<file path="config.mk">
export PLATFORM = sky130hd
export DESIGN_NAME = uart_prog_loader
export DESIGN_NICKNAME = d
export VERILOG_FILES = /design/src/rtl/uart_prog_loader.sv
export SDC_FILE = /design/constraint.sdc
export NUM_CORES = 1
export LEC_CHECK = 0
export ABC_AREA = 1
export CAP_MARGIN = 20
export CORE_MARGIN = 2
export CORE_UTILIZATION = 30
export DETAILED_ROUTE_END_ITERATION = 8
export PLACE_DENSITY = 0.48
export SLEW_MARGIN = 20
export SYNTH_ARGS = -nofsm -noshare
export SYNTH_HDL_FRONTEND = slang
export SYNTH_SLANG_ARGS = --single-unit
export TNS_END_PERCENT = 5
</file>
<file path="constraint.sdc">
create_clock -name clk -period 11.1 [get_ports clk]
set_clock_uncertainty 0.1 [all_clocks]
set_input_delay 2.22 -clock clk [delete_from_list [all_inputs] [get_ports clk]]
set_output_delay 2.22 -clock clk [all_outputs]
set_load 0.005 [all_outputs]
</file>
<file path="src/rtl/uart_prog_loader.sv">
`timescale 1ns/1ps
`default_nettype none
// ============================================================================
// Module   : uart_prog_loader
// Purpose  : Receives a framed byte stream from a UART receiver, assembles
//            DATA_W-bit little-endian words and writes them to consecutive
//            memory addresses (memory port B). Verifies the length header,
//            an optional XOR checksum and an inter-byte timeout. The finish
//            flag releases the CPU only after a complete, valid image.
//
// Frame    : [N : 4 bytes LE] [N x DATA_W/8 payload bytes, LSB first]
//            [XOR of payload bytes, only when CHECKSUM_EN = 1]
//
// Ports    : clk           - system clock (cpuclk domain)
//            rst           - asynchronous active-high reset
//            rx_valid_i    - one-cycle strobe, rx_byte_i is valid
//            rx_byte_i     - received byte
//            start_i       - synchronous restart, abandons any load
//            uart_data_o   - assembled word for memory port B
//            uart_addr_o   - write address for uart_data_o
//            uart_we_o     - one-cycle write strobe
//            uart_finish_o - image loaded and verified (level)
//            load_error_o  - frame rejected (level)
//            word_count_o  - number of words written so far
//
// Revision : 1.0 - initial parametrised release
// ============================================================================
module uart_prog_loader #(
  parameter int                DATA_W      = 32,
  parameter int                ADDR_W      = 32,
  parameter logic [ADDR_W-1:0] BASE_ADDR   = '0,
  parameter int                ADDR_STEP   = 4,
  parameter int                MAX_WORDS   = 16384,
  parameter int                CHECKSUM_EN = 1,
  parameter int                TIMEOUT     = 1000000
) (
  input  logic              clk,
  input  logic              rst,
  input  logic              rx_valid_i,
  input  logic [7:0]        rx_byte_i,
  input  logic              start_i,
  output logic [DATA_W-1:0] uart_data_o,
  output logic [ADDR_W-1:0] uart_addr_o,
  output logic              uart_we_o,
  output logic              uart_finish_o,
  output logic              load_error_o,
  output logic [31:0]       word_count_o
);

  // --------------------------------------------------------------------------
  // Constants
  // --------------------------------------------------------------------------
  localparam int                c_BPW       = DATA_W / 8;
  localparam int                c_IDXW      = (c_BPW > 1) ? $clog2(c_BPW) : 1;
  localparam logic [ADDR_W-1:0] c_STEP      = ADDR_W'(ADDR_STEP);
  localparam logic [31:0]       c_MAX_WORDS = MAX_WORDS;
  localparam logic [31:0]       c_TIMEOUT   = TIMEOUT;

  localparam logic [2:0] c_ST_HDR     = 3'd0;
  localparam logic [2:0] c_ST_PAYLOAD = 3'd1;
  localparam logic [2:0] c_ST_CSUM    = 3'd2;
  localparam logic [2:0] c_ST_DONE    = 3'd3;
  localparam logic [2:0] c_ST_ERR     = 3'd4;

  // --------------------------------------------------------------------------
  // State
  // --------------------------------------------------------------------------
  logic [2:0]        state_q,    state_d;
  logic [2:0]        hdr_cnt_q,  hdr_cnt_d;   // header bytes seen (0..3)
  logic [31:0]       len_q,      len_d;       // length header, shifted in LE
  logic [c_IDXW-1:0] byte_idx_q, byte_idx_d;  // byte position in current word
  logic [DATA_W-1:0] buf_q,      buf_d;       // word under assembly
  logic [7:0]        csum_q,     csum_d;      // running XOR of payload bytes
  logic [31:0]       asm_cnt_q,  asm_cnt_d;   // words fully assembled
  logic [31:0]       timer_q,    timer_d;     // idle cycles since last byte
  logic [DATA_W-1:0] data_q,     data_d;
  logic [ADDR_W-1:0] addr_q,     addr_d;
  logic              we_q,       we_d;
  logic              finish_q,   finish_d;
  logic              err_q,      err_d;
  logic [31:0]       wcount_q,   wcount_d;

  // --------------------------------------------------------------------------
  // Helpers
  // --------------------------------------------------------------------------
  logic [DATA_W-1:0] w_word;        // buffer with the incoming byte inserted
  logic [31:0]       w_new_len;     // length value once the 4th byte lands
  logic              w_last_byte;   // incoming byte completes the word
  logic              w_last_word;   // word being completed is word N-1
  logic              w_timer_run;
  logic              w_timeout;

  always_comb begin
    w_word = buf_q;
    for (int k = 0; k < c_BPW; k++) begin
      if (int'(byte_idx_q) == k) begin
        w_word[8*k +: 8] = rx_byte_i;
      end
    end
  end

  assign w_new_len   = {rx_byte_i, len_q[31:8]};
  assign w_last_byte = (int'(byte_idx_q) == (c_BPW - 1));
  assign w_last_word = (asm_cnt_q == (len_q - 32'd1));

  // The timer is idle while waiting for the first header byte so the loader
  // can sit in HDR indefinitely until a host starts talking.
  assign w_timer_run = (c_TIMEOUT != 32'd0) &&
                       (((state_q == c_ST_HDR) && (hdr_cnt_q != 3'd0)) ||
                        (state_q == c_ST_PAYLOAD) ||
                        (state_q == c_ST_CSUM));
  assign w_timeout   = w_timer_run && !rx_valid_i &&
                       ((timer_q + 32'd1) == c_TIMEOUT);

  // --------------------------------------------------------------------------
  // Next-state logic
  // --------------------------------------------------------------------------
  always_comb begin
    state_d    = state_q;
    hdr_cnt_d  = hdr_cnt_q;
    len_d      = len_q;
    byte_idx_d = byte_idx_q;
    buf_d      = buf_q;
    csum_d     = csum_q;
    asm_cnt_d  = asm_cnt_q;
    timer_d    = timer_q;
    data_d     = data_q;
    addr_d     = addr_q;
    we_d       = 1'b0;
    finish_d   = finish_q;
    err_d      = err_q;
    wcount_d   = wcount_q;

    if (start_i) begin
      // Restart has priority over a coincident byte, which is dropped.
      state_d    = c_ST_HDR;
      hdr_cnt_d  = 3'd0;
      len_d      = '0;
      byte_idx_d = '0;
      csum_d     = 8'h00;
      asm_cnt_d  = '0;
      timer_d    = '0;
      addr_d     = BASE_ADDR;
      finish_d   = 1'b0;
      err_d      = 1'b0;
      wcount_d   = '0;
    end else begin
      // Write bookkeeping trails the strobe by one cycle so uart_addr_o is
      // still the address of the word being written while uart_we_o is high.
      if (we_q) begin
        wcount_d = wcount_q + 32'd1;
        addr_d   = addr_q + c_STEP;
      end

      if (rx_valid_i) begin
        timer_d = '0;
      end else if (w_timer_run) begin
        timer_d = timer_q + 32'd1;
      end

      case (state_q)
        c_ST_HDR: begin
          if (rx_valid_i) begin
            len_d     = w_new_len;
            hdr_cnt_d = hdr_cnt_q + 3'd1;
            if (hdr_cnt_q == 3'd3) begin
              hdr_cnt_d  = 3'd0;
              byte_idx_d = '0;
              csum_d     = 8'h00;
              asm_cnt_d  = '0;
              wcount_d   = '0;
              if ((w_new_len == 32'd0) || (w_new_len > c_MAX_WORDS)) begin
                state_d = c_ST_ERR;
                err_d   = 1'b1;
              end else begin
                state_d = c_ST_PAYLOAD;
              end
            end
          end
        end

        c_ST_PAYLOAD: begin
          if (rx_valid_i) begin
            buf_d  = w_word;
            csum_d = csum_q ^ rx_byte_i;
            if (w_last_byte) begin
              byte_idx_d = '0;
              data_d     = w_word;
              we_d       = 1'b1;
              asm_cnt_d  = asm_cnt_q + 32'd1;
              if (w_last_word) begin
                state_d = (CHECKSUM_EN != 0) ? c_ST_CSUM : c_ST_DONE;
              end
            end else begin
              byte_idx_d = byte_idx_q + c_IDXW'(1);
            end
          end
        end

        c_ST_CSUM: begin
          if (rx_valid_i) begin
            if (rx_byte_i == csum_q) begin
              state_d  = c_ST_DONE;
              finish_d = 1'b1;
            end else begin
              state_d = c_ST_ERR;
              err_d   = 1'b1;
            end
          end
        end

        // Without a checksum, finish follows the last write strobe by one
        // cycle because it is raised from the DONE state itself.
        c_ST_DONE: begin
          finish_d = 1'b1;
        end

        c_ST_ERR: begin
          err_d    = 1'b1;
          finish_d = 1'b0;
        end

        default: begin
          state_d = c_ST_ERR;
          err_d   = 1'b1;
        end
      endcase

      if (w_timeout) begin
        state_d  = c_ST_ERR;
        err_d    = 1'b1;
        finish_d = 1'b0;
      end
    end
  end

  // --------------------------------------------------------------------------
  // Registers
  // --------------------------------------------------------------------------
  always_ff @(posedge clk or posedge rst) begin
    if (rst) begin
      state_q    <= c_ST_HDR;
      hdr_cnt_q  <= 3'd0;
      len_q      <= '0;
      byte_idx_q <= '0;
      buf_q      <= '0;
      csum_q     <= 8'h00;
      asm_cnt_q  <= '0;
      timer_q    <= '0;
      data_q     <= '0;
      addr_q     <= BASE_ADDR;
      we_q       <= 1'b0;
      finish_q   <= 1'b0;
      err_q      <= 1'b0;
      wcount_q   <= '0;
    end else begin
      state_q    <= state_d;
      hdr_cnt_q  <= hdr_cnt_d;
      len_q      <= len_d;
      byte_idx_q <= byte_idx_d;
      buf_q      <= buf_d;
      csum_q     <= csum_d;
      asm_cnt_q  <= asm_cnt_d;
      timer_q    <= timer_d;
      data_q     <= data_d;
      addr_q     <= addr_d;
      we_q       <= we_d;
      finish_q   <= finish_d;
      err_q      <= err_d;
      wcount_q   <= wcount_d;
    end
  end

  assign uart_data_o   = data_q;
  assign uart_addr_o   = addr_q;
  assign uart_we_o     = we_q;
  assign uart_finish_o = finish_q;
  assign load_error_o  = err_q;
  assign word_count_o  = wcount_q;

endmodule
`default_nettype wire

</file>
==> results of run 1 <==
## metrics by stage
step / utilization / cell area, sq um / std cells / hold WS, ns
after CTS: 0.3626 / 16000 / 2491 / 0.4025
after floorplan: - / 13380 / 1778 / 0.3828
after global routing: 0.3632 / 16030 / 2492 / 0.4279
final: 0.3632 / 16030 / 2492 / 0.3971
after global placement: 0.3413 / 15060 / 2438 / 0.3871
after detailed placement: 0.3413 / 15060 / 2438 / 0.3820
## power by group
group	internal, mW	switching (mW)
combinational	0.0403	0.101
clock	0.565	0.379
sequential	0.855	0.00666
## final timing paths
path	from	endpoint	slack, ns	cells after the start
worst max-delay path	start_i	word_count_o[9]$_DFF_PP0_	6.05	10
worst min-delay path	uart_data_o[7]$_DFFE_PP0P_	uart_data_o[7]$_DFFE_PP0P_	0.40	1
worst max register to register	state_q[2]$_DFFE_PP0P_	uart_data_o[3]$_DFFE_PP0P_	7.90	9
worst min register to register	uart_data_o[7]$_DFFE_PP0P_	uart_data_o[7]$_DFFE_PP0P_	0.40	1
max in group asynchronous	rst	uart_data_o[4]$_DFFE_PP0P_	7.58	4
min in group asynchronous	rst	word_count_o[8]$_DFF_PP0_	2.13	2
## final cells by class
cell class,count,area (sq um),share of cell area
multi-input cells,1255,6435,0.4015
repair buffers,116,1161,0.07244
well taps,592,740.7,0.04621
flip-flops and latches,233,5831,0.3638
clock inverters,6,97.59,0.006089
inverters,243,919.6,0.05738
clock buffers,47,843.3,0.05262
## cell families (layout without fill, tap and decap cells)
logic type	after synthesis	after routing	synth area share
simple gates	906	906	0.2971
compound gates	234	234	0.09881
mux	24	24	0.02021
buf+inv	290	412	0.08384
other cells	1	2	0.0002804
flops	233	233	0.4360
fa+ha+maj	12	12	0.01123
xor+xnor	77	77	0.05249
## per-layer routing
layer / track usage / up-vias
li1: - / 5935
met5: 0 / -
met2: 0.2653 / 146
met4: 0.04966 / 0
met3: 0.02095 / 50
met1: 0.2161 / 5472
## critical path: stages
cell and delay [ns]:
clkdlybuf4s50_1 0.92, inv_1 0.13, buf_4 0.32, a21oi_4 0.55
inv_2 0.21, nor2_4 0.11, buf_4 0.43, inv_2 0.26
o21ai_0 0.14, a21oi_1 0.06
## placed cells by master, fill, tap and decap left out, drive strengths merged, types with 2 or more instances in the layout
cell type,Yosys,final
xnor2,23,23
nand3b,4,4
nor3,52,52
a31oi,5,5
dfrtp,233,233
clkinv,1,3
a211oi,5,5
nor4,11,11
nand4,33,33
clkdlybuf4s50,0,108
buf,15,8
o22ai,38,38
a21oi,41,41
nor3b,7,7
clkbuf,32,47
nand2,446,446
and3,2,2
xnor3,2,2
bufinv,0,2
or2,2,2
inv,242,243
xor2,52,52
o31ai,2,2
nor2,247,247
a32o,8,8
nand3,102,102
o21ai,126,126
o21a,4,4
mux2,24,24
conb,1,2
ha,12,12
## cells in the mapped netlist, types with 8 or more instances
| master | instances |
|---|---|
| a32o_1 | 8 |
| ha_1 | 12 |
| dfrtp_1 | 233 |
| clkbuf_1 | 32 |
| nor3_1 | 45 |
| o22ai_1 | 38 |
| inv_1 | 238 |
| nor2_2 | 20 |
| mux2_2 | 19 |
| nand2_1 | 436 |
| nor2_1 | 220 |
| a21oi_1 | 40 |
| nand4_1 | 33 |
| o21ai_0 | 123 |
| xor2_1 | 52 |
| nand3_1 | 98 |
| nand2_2 | 9 |
| nor4_1 | 10 |
| xnor2_1 | 23 |
## flip-flops by register name, indices dropped and copies added, names as in the netlist, 3 cells and up
signal and cells:
buf_q 24, word_count_o 32, uart_data_o 32, timer_q 32, len_q 32, csum_q 8, asm_cnt_q 32, state_q 3
uart_addr_o 30, hdr_cnt_q 3
==> summary.md, run 1 <==
| Metric | Value |
|---|---|
| Post_cts resized | 0 |
| Tot GR Track Use | 0.1597 |
| Via Count | 11600 |
| Final Power | 1.947 mW |
| Clk sinks | 233 |
| DRT Pass-1 Iters | 5 |
| Fill cells | 4762 |
| Slew at the pin with the worst max-slew slack | 0.9706 ns |
| Arr. time, crit path | 5.40 ns |
| Chip width | 215.1 microns |
| Async SR Flop Fraction | 1.000 |
| HPWL Detailed | 26370 microns |
| Clock-pin slew on the worst setup and hold paths | 0.06 ns |
| Metal3 WL | 1153 microns |
| DR top layer | met4 |
| Mean Syn Cell Area | 7.525 sq um |
| Top_reg_cell synth | dfrtp_1 |
| Sequential area share after synthesis | 0.4360 |
| Fin Setup TNS | 0 ns |
| Routability congestion estimate from global placement | 0.8614 |
| Starting DRT DRC Count | 742 |
| RSZ-0062 raised after global routing | false |
| Top cells by area, synth | dfrtp_1 (44%), nand2_1 (12%), inv_1 (6.7%), nor2_1 (6.2%), o21ai_0 (4.6%) |
| P&R area growth vs syn | 19.87% |
| WL final | 36690 microns |
| Post-synth EDFFs | 0 |
| Worst Hold Class | reg -> reg |
| CP max FO | 47 |
| Synthesis-stage register bit count | 233 |
| Crit end category | flip-flop |
| Cell taking the most area after synthesis | dfrtp_1 |
| Wire length per cell | 14.72 microns |
| Vias in the first global route | 11410 |
| Worst slew margin | 0.3514 |
| Status | finished, final reports clean |
| Hold_buf cts | 0 |
| CTS tree | yes |
| Hold Fails Final Rpt | 0 |
| Core ar. | 44120 sq um |
| # nets final | 1902 |
| Initial core utilization | 0.3030 |
| Tcrit/Tclk final | 0.4554 |
| Synthesized cell area | 13370 sq um |
| Row cnt | 77 |
| Cell variety after synth | 52 |
| Grt ovf | 0 |
| DR WL met2 | 17150 microns |
| Power Density | 121.5 nW/um^2 |
| Max-cap violation count | 0 |
| Die area | 46280 sq um |
| Yosys warnings | 0 |
| Clk root buf | clkbuf_16 |
| DRC violations left | 0 |
| Number of I/O pins | 111 |
| Via density | 4.656 |
| Finish-stage setup viols | 0 |
| Top cell type's share of synthesized area | 0.4360 |
| Num CTS Buffers | 29 |
| Die height | 215.1 microns |
| Layout cell share with drive strength beyond 1 | 0.06632 |
| Port-buffer cells | 108 |
| Max Clk Rate | 0.1978 GHz |
| Peak supply drop | 0.0001033 V |
| Initial antenna violation count | 0 |
| Static Leak | 7.172 nW |
| # diodes | 0 |
| CP required | 11.44 ns |
| Critical Path Start Type | primary input |
| H-Tree Depth | 1 |
| Setup ws final | 6.045 ns |
| Largest net degree at the start of global routing | 118 |
| Max-slew violation count | 0 |
| First-pass GRT wire length | 61190 microns |
| Synth Instances | 1777 |
| Placement Setup Slack | 5.421 ns |
| Max clock buf depth | 3 |
| Worst Path Class, Setup | in -> reg |
| Worst-skew pair later-pin latency | 0.57 ns |
| Final ANT Viol Nets | 0 |
| M1 wire length | 17410 microns |
| Setup bufs post-CTS | 0 |
| Minimum clock period | 5.055 ns |
Note: power is estimated with default switching activity, not from simulation.
==> inputs of run 2 (changes only) <==
PLACE_DENSITY = 0.49   (was 0.48)
clock period = 4.1 ns   (was 11.1 ns; I/O delays follow)
==> summary.md, run 2 (same netlist as run 1, synthesis figures left out) <==
| Metric | Value |
|---|---|
| Die height | 215.1 microns |
| Worst-skew pair later-pin latency | 0.59 ns |
| Worst r2r src | len_q[0]$_DFFE_PP0P_ |
| WHS Endpoint | uart_data_o[14]$_DFFE_PP0P_ |
| Setup bufs post-CTS | 0 |
| Row cnt | 77 |
| Slew at the pin with the worst max-slew slack | 0.9605 ns |
| Vias in the first global route | 11750 |
| DRC violations left | 0 |
| Cell area after layout | 16150 sq um |
| Num CTS Buffers | 30 |
| First-pass GRT wire length | 62220 microns |
| Dpl cells | 2448 |
| Final ANT Viol Nets | 0 |
| Port-buffer cells | 108 |
| DRT Pass-1 Iters | 5 |
| Power Density | 326.7 nW/um^2 |
| Grt ovf | 0 |
| Status | finished, final reports clean |
| Via Count | 11800 |
| Critical Path Start Type | flip-flop |
| # nets final | 1912 |
| WL final | 37390 microns |
| RSZ-0062 raised after global routing | false |
| Max-slew violation count | 0 |
| Core ar. | 44120 sq um |
| WHS | 0.3910 ns |
| Final Non-Filler Cells | 2505 |
| CP max FO | 6 |
| Clk sinks | 233 |
| Clock-pin slew on the worst setup and hold paths | 0.06 ns |
| Minimum clock period | 2.877 ns |
| Worst Hold Class | reg -> reg |
| Routability congestion estimate from global placement | 0.8515 |
| Post_cts resized | 0 |
| Most frequent cells in the layout | nand2_1 (436), inv_1 (237), dfrtp_1 (233) |
| Initial antenna violation count | 1 |
| Wire length per cell | 14.92 microns |
| Die area | 46280 sq um |
| Static Leak | 7.221 nW |
| Initial core utilization | 0.3030 |
| Reg2reg end | state_q[1]$_DFFE_PP0P_ |
| Starting DRT DRC Count | 679 |
| CTS tree | yes |
| CP required | 3.18 ns |
| Tot GR Track Use | 0.1628 |
| Hold_buf cts | 0 |
| Dpl cell area | 15180 sq um |
| Chip width | 215.1 microns |
| Fin Setup TNS | 0 ns |
| Reg2reg path depth | 15 |
| Max Clk Rate | 0.3476 GHz |
| H-Tree Depth | 1 |
| Clk root buf | clkbuf_16 |
| Max clock buf depth | 3 |
| Crit end category | output pin |
| Max-cap violation count | 0 |
| Setup ws final | 1.223 ns |
| Peak supply drop | 0.0003237 V |
| Number of I/O pins | 111 |
| Placement Setup Slack | 0.6597 ns |
| Hold Crit Start | uart_data_o[14]$_DFFE_PP0P_ |
| HPWL Detailed | 27130 microns |
| Tcrit/Tclk final | 0.7018 |
| Worst Path Class, Setup | reg -> out |
| Via density | 4.712 |
| Worst slew margin | 0.3581 |
| Layout cell share with drive strength beyond 1 | 0.07531 |
| Hold Fails Final Rpt | 0 |
| R2R Setup Slk | 1.37 ns |
| Most common cell after layout, fill and taps aside | nand2_1 |
| P&R area growth vs syn | 20.75% |
| Largest net degree at the start of global routing | 70 |
| Arr. time, crit path | 1.96 ns |
| WHS Path Cells | 1 |
| Finish-stage setup viols | 0 |
## run 2: changes by cell type in the layout (fill, tap and decap cells not counted), moves of 2 or more
cell / previous run / this run
buf_4: 7 / 13
clkinvlp_4: 1 / 7
clkinv_2: 2 / 5
bufinv_16: 2 / 0
buf_12: 0 / 4
clkbuf_1: 13 / 7
## run 2: worst max-delay path by stage
stage | from | endpoint | slack (ns) | cells after the start
6_report | uart_we_o$_DFF_PP0_ | uart_we_o | 1.22 | 2
5_1_grt | len_q[0]$_DFFE_PP0P_ | state_q[0]$_DFFE_PP0P_ | 1.07 | 15
4_1_cts | uart_we_o$_DFF_PP0_ | uart_we_o | 1.18 | 2
3_5_place_dp | start_i | asm_cnt_q[8]$_DFFE_PP0P_ | 0.66 | 11
3_3_place_gp | start_i | asm_cnt_q[8]$_DFFE_PP0P_ | 0.71 | 11
2_1_floorplan | rst | asm_cnt_q[0]$_DFFE_PP0P_ | 0.13 | 1
## run 2: cell type report
class                   instances  area, sq um
fillers                      4765        27980
multi-input cells            1255         6435
clock inverters                14        117.6
clock buffers                  42        845.8
inverters                     243        915.9
diodes                          1        2.502
repair buffers                125         1259
flip-flops and latches        233         5831
well taps                     592        740.7
## run 2: worst max-delay path, stage by stage (launching register included)
cell             delay, ns
dfrtp_1               0.61
buf_4                 0.25
clkdlybuf4s50_1       0.51
## run 2: through the flow
step             util  total power, mW
2_1_floorplan       -            2.641
3_3_place_gp   0.3440            2.771
3_5_place_dp   0.3440            2.772
4_1_cts        0.3659            5.377
5_1_grt        0.3659            5.536
6_report       0.3659            5.275
## run 2: layer usage
| metal | GRT usage | vias to the layer above | share of wire |
|---|---|---|---|
| met5 | 0 | - | 0 |
| met4 | 0.04184 | 0 | 0.023 |
| met3 | 0.02321 | 46 | 0.039 |
| met2 | 0.2680 | 193 | 0.46 |
| met1 | 0.2244 | 5619 | 0.48 |
| li1 | - | 5946 | - |
## run 2: power by group
part | leakage (nW) | switching, mW | internal, mW | total [mW]
logic | 3.64 | 0.276 | 0.117 | 0.392
clock network | 0.454 | 1.10 | 1.45 | 2.55
registers | 3.12 | 0.0194 | 2.31 | 2.33
==> patch 1: new RTL, config.mk and constraints of run 1 <==
Set the parameter `ADDR_W` to 48 (it was 32).
--- a/src/rtl/uart_prog_loader.sv
+++ b/src/rtl/uart_prog_loader.sv
@@ -27,7 +27,7 @@
 // ============================================================================
 module uart_prog_loader #(
   parameter int                DATA_W      = 32,
-  parameter int                ADDR_W      = 32,
+  parameter int                ADDR_W      = 48,
   parameter logic [ADDR_W-1:0] BASE_ADDR   = '0,
   parameter int                ADDR_STEP   = 4,
   parameter int                MAX_WORDS   = 16384,
Interface: changed (resized uart_addr_o); port bits go from 111 to 127. No check against the original RTL was run, so the function may have changed too.
==> patch 1 against run 1 <==
  * Total power grew 5.8%
  * Via count increased by 13%
  * First-iteration DRC count rose by 20%
  * Global-route usage rose by 0.86 points
  * Die area grew 8.5%
  * Fmax up 5.7%
  * Setup slack better by 0.27 ns
  * Cell area up 8.2%
  * Area after synthesis grew 8.6%
  * Sequential share of layout area shrank 0.45 points
  * Sequential cell count is 16 higher
  * Wire length grew 14%
  * Largest cell class unchanged
==> patch 1: results (changes against run 1) <==
Critical path
  – Critical path's largest stage delay: 0.73 ns (-0.19 ns)
  – Worst Reg-to-Reg Cells: 9 (unchanged)
  – FF-to-FF End: uart_data_o[2]
  – Top delay family on crit path: buffers and inverters
  – Critical path data arrival time: 5.13 ns (-0.27 ns)
  – Slowest-stage cell, CP: nor2_4
  – Critical path origin: start_i
  – R2R setup slack: 7.81 ns (-0.09 ns)
  – Critical Setup Path Class: primary input to register
  – R2R Path Start: state_q[2]
  – Crit-path max FO: 50 (+6.4%)

Drt
  – Drt via density: 4.79 (+2.9%)
  – Drt first pass iters: 5 (unchanged)
  – DR iter-0 viols: 894 (+20%)
  – Drt drc: 0 (unchanged)
  – Routed WL per cell: 15.3 um (+3.6%)

Yosys
  – Yosys Warn Count: 0 (unchanged)
  – Ys async rst share: 100% (unchanged)
  – Sequential fraction of the synthesis area: 42.9% (-0.71 points)
  – Synth cell count leaders: nand2_1, inv_1, dfrtp_1
  – Most common flop cell mapped by yosys: dfrtp_1
  – Area contributors post-synth: dfrtp_1, nand2_1, inv_1
  – Cells after synthesis: 2000 (+13%)
  – Synth unique cells: 45 (-13%)

Cells and area
  – # diodes: 0 (unchanged)
  – Fill count: 4988 (+4.7%)
  – Nets@finish: 2136 (+12%)
  – Max reg flops: 46
  – Layout cells sized above 1: 6.39% (-0.24 points)

Clocking
  – Register clock-pin slew on the reported worst setup and hold paths: 0.05 ns
  – Resized cells post-CTS: 0 (unchanged)
  – CTS H-Tree Depth: 1 (unchanged)
  – Root Driver: clkbuf_16
  – CTS Buffer Depth: 3 (unchanged)
  – Worst-Skew Late Latency: 0.57 ns (about the same)
  – Postcts setup bufs: 0 (unchanged)
  – Clock buffer count from CTS: 30 (+3.4%)

Timing
  – Worst-margin pin slew: 0.962 ns (-0.00847 ns)
  – PnR worst setup slack: 6.32 ns (+0.272 ns)

Placement
  – Detailed Place HPWL: 30200 um (+14%)
  – Port bufs: 124 (+15%)
  – Final GP Congestion: 0.851 (-1.2%)
  – Setup Slack @ Placement: 5.68 ns (+0.258 ns)

Power and ir drop
  – Lkg Pwr: 7.59 nW (+5.8%)
  – Maximum VDD drop: 0.000109 V (+5.2%)

Min path
  – Min-delay worst type: register to register
  – Hold path cells: 1 (unchanged)

Global route
  – Largest net degree at the start of global routing: 142 (+20%)
  – Vias in the first global route: 13.0k (+14%)
  – First-pass GRT wire length: 69200 um (+13%)
  – Total track usage: 16.8% (+0.86 points)
  – Initial antenna violation count: 0 (unchanged)

Run status
  – Status: finished, final reports clean
[patch 1: changes by cell type after synthesis, moves of 10 or more]
cell and delta:
inv_2 +10, nor3_1 +14, nand3_1 +18, o21ai_0 +26
a21oi_1 +28, dfrtp_1 +16, xor2_1 -19, inv_1 +26
nor2_1 +28, nand2_1 +59
[patch 1: per-layer routing]
metal	wire length, um	track usage (%)
met4	566	3.16
met1	20400	23.7
met3	1530	1.82
met2	19400	28.0
met5	0	0
[patch 1: final cells by class]
cell class,instances,share of cell area (%)
inverters,281,6.12
clock inverters,6,0.527
flip-flops and latches,249,35.9
well taps,615,4.44
clock buffers,43,4.96
repair buffers,130,7.49
multi-input cells,1420,40.5
[patch 1: per-stage QoR]
step	power, mW	hold slack [ns]	std cells	instance area [um^2]	utilization (%)
floorplan	1.05	0.352	2001	14500	-
global placement	1.11	0.384	2695	16400	34.3
detailed placement	1.11	0.391	2695	16400	34.3
CTS	2.10	0.398	2744	17300	36.3
global route	2.15	0.410	2744	17300	36.3
finish	2.06	0.397	2744	17300	36.3
[patch 1: how the worst min path moves through the flow]
stage                               start               to
after CTS                 uart_addr_o[46]  uart_addr_o[46]
after floorplan             asm_cnt_q[31]    asm_cnt_q[31]
after global routing      uart_addr_o[46]  uart_addr_o[46]
after detailed placement  uart_addr_o[46]  uart_addr_o[46]
final                     uart_addr_o[46]  uart_addr_o[46]
after global placement      asm_cnt_q[31]    asm_cnt_q[31]
[patch 1: report_power, final]
part	internal, mW	switching (mW)
clock network	0.577	0.391
logic	0.0511	0.107
registers	0.923	0.0101
[patch 1: cell families after synthesis]
family          synth area share [%]
buf+inv                         8.76
mux                             1.86
flops                           42.9
other cells                   0.0258
simple gates                    31.0
xor+xnor                        3.71
compound gates                  10.7
fa+ha+maj                       1.03
==> patch 2: new RTL, flow settings as in run 1 <==
Made on the original files. `data_q` no longer has a reset.
--- a/src/rtl/uart_prog_loader.sv
+++ b/src/rtl/uart_prog_loader.sv
@@ -247,7 +247,6 @@
       csum_q     <= 8'h00;
       asm_cnt_q  <= '0;
       timer_q    <= '0;
-      data_q     <= '0;
       addr_q     <= BASE_ADDR;
       we_q       <= 1'b0;
       finish_q   <= 1'b0;
@@ -262,7 +261,6 @@
       csum_q     <= csum_d;
       asm_cnt_q  <= asm_cnt_d;
       timer_q    <= timer_d;
-      data_q     <= data_d;
       addr_q     <= addr_d;
       we_q       <= we_d;
       finish_q   <= finish_d;
@@ -271,6 +269,10 @@
     end
   end
 
+  always_ff @(posedge clk) begin
+    data_q <= data_d;
+  end
+
   assign uart_data_o   = data_q;
   assign uart_addr_o   = addr_q;
   assign uart_we_o     = we_q;
Behaviour: same outputs for any inputs over 4 cycles, from zero or initial values and one cycle with rst high; that may be too few to reach the edited logic, so the function may still have changed.
==> patch 2 against run 1 <==
  * Critical path depth decreased by 1
  * Total power increased by 3.5%
  * Cell count decreased by 1.8%
  * Cell area decreased by 0.16%
  * Area after synthesis decreased by 0.18%
  * Wire length increased by 3.3%
  * Setup slack got worse by 0.49 ns
  * Die area decreased by 0.18%
  * Sequential cell count increased by 8
  * Core utilization about the same
  * Critical path type unchanged
  * Critical endpoint is now asm_cnt_q[30]
  * Largest cell class is now sequential cells
==> patch 2: results (changes against run 1) <==
Run status
  – Status: finished, final reports clean

Yosys
  – Compound-cell area share of the yosys netlist: 10.8% (+0.96 points)
  – Synth cell count leaders: nand2_1, nor2_1, dfrtp_1, inv_1, o21ai_0
  – Post-synthesis mux area share: 0% (-2.0 points)
  – Yosys Warn Count: 0 (unchanged)
  – Sequential fraction of the synthesis area: 46.4% (+2.8 points)
  – Area contributors post-synth: dfrtp_1, nand2_1, edfxtp_1
  – Number of synthesized flops with an enable pin: 32 (+32)
  – Synth unique cells: 51 (-1.9%)
  – Ys async rst share: 86.7% (-13 points)
  – Adder-Cell Fraction of Synth Area: 1.12% (+0.0020 points)
  – Post-synthesis xor/xnor area fraction: 4.63% (-0.62 points)
  – Cells after synthesis: 1739 (-2.1%)

Placement
  – Setup Slack @ Placement: 4.85 ns (-0.571 ns)
  – Placed Instances: 2394 (-1.8%)
  – DP Area: 15100 um^2 (about the same)
  – Final GP Congestion: 0.875 (+1.6%)
  – Port bufs: 108 (unchanged)
  – Detailed Place HPWL: 27100 um (+2.6%)

Drt
  – Drt via density: 4.73 (+1.6%)
  – Vias post-DR: 11.6k (-0.23%)
  – Drt first pass iters: 5 (unchanged)
  – DR iter-0 viols: 736 (-0.81%)
  – Final wirelength: 37900 um (+3.3%)

Min path
  – Hold Startpoint: uart_addr_o[31]
  – Hold path cells: 1 (unchanged)
  – Hold EP: uart_addr_o[31]

Global route
  – Total track usage: 16.2% (+0.25 points)
  – Largest net degree at the start of global routing: 88 (-25%)
  – First-pass GRT wire length: 61000 um (-0.26%)
  – Vias in the first global route: 11.0k (-3.3%)

Critical path
  – FF-to-FF End: asm_cnt_q[30]
  – Top delay family on crit path: buffers and inverters
  – Slowest-stage cell, CP: clkdlybuf4s50_1
  – Critical Setup Path Class: primary input to register
  – R2R setup slack: 7.78 ns (-0.12 ns)
  – Crit path buffers/inverters: 5 (-1)
  – Worst Reg-to-Reg Cells: 8 (-1)
  – Crit-path max FO: 41 (-13%)
  – Critical path origin: start_i
  – Critical path's largest stage delay: 0.97 ns (+0.05 ns)
  – Critical path data arrival time: 5.89 ns (+0.49 ns)
  – R2R Path Start: state_q[2]

Cells and area
  – Nets@finish: 1858 (-2.3%)
  – Layout cells sized above 1: 5.71% (-0.92 points)

Power and ir drop
  – Clock network power: 0.961 mW (+2%)
  – Lkg Pwr: 6.79 nW (-5.3%)
  – Internal power: 1.51 mW (+3.6%)
  – Maximum VDD drop: 0.000116 V (+13%)
  – Net Sw Frac: 24.9% (-0.084 points)
  – Comb power: 0.149 mW (+6%)

Clocking
  – Clock buffer count from CTS: 30 (+3.4%)
  – CTS Buffer Depth: 3 (unchanged)
  – Postcts setup bufs: 0 (unchanged)
  – Worst-Skew Late Latency: 0.57 ns (about the same)
  – Register clock-pin slew on the reported worst setup and hold paths: 0.06 ns (about the same)

Timing
  – Slew margin rel.: 31.0% (-4.1 points)
  – Fmax: 180 MHz (-8.8%)
  – Pins Over Slew Limit: 0 (unchanged)

Run
  – Max Cap Viol: 0 (unchanged)
-- patch 2: cells by family after synthesis --
logic type,Yosys count
other,1
AOI/OAI and AO/OA,264
and+or+nand+nor,879
buffers and inverters,273
adders and majority gates,12
xor gates and xnor gates,69
DFF,241
-- patch 2: layout make-up --
| class | count | area (um^2) |
|---|---|---|
| Clock inverter | 10 | 96.3 |
| Sequential cell | 241 | 6190 |
| Timing Repair Buffer | 115 | 1130 |
| Clock buffer | 44 | 855 |
| Tap cell | 592 | 741 |
| Fill cell | 4603 | 28000 |
| Multi-Input combinational cell | 1226 | 6150 |
| Inverter | 220 | 836 |
-- patch 2: metrics by stage --
stage	util [%]	hold WS, ns
floorplan	-	0.352
CTS	36.3	0.367
finish	36.3	0.362
global route	36.3	0.401
detailed placement	34.2	0.362
global placement	34.2	0.360
-- patch 2: per-layer routing --
layer	track usage [%]	share of wire (%)	vias to the layer above
li1	-	-	5851
met1	23.7	50	5470
met2	24.8	44	212
met3	2.55	4.3	43
met4	4.63	2.2	0
met5	0	0	-
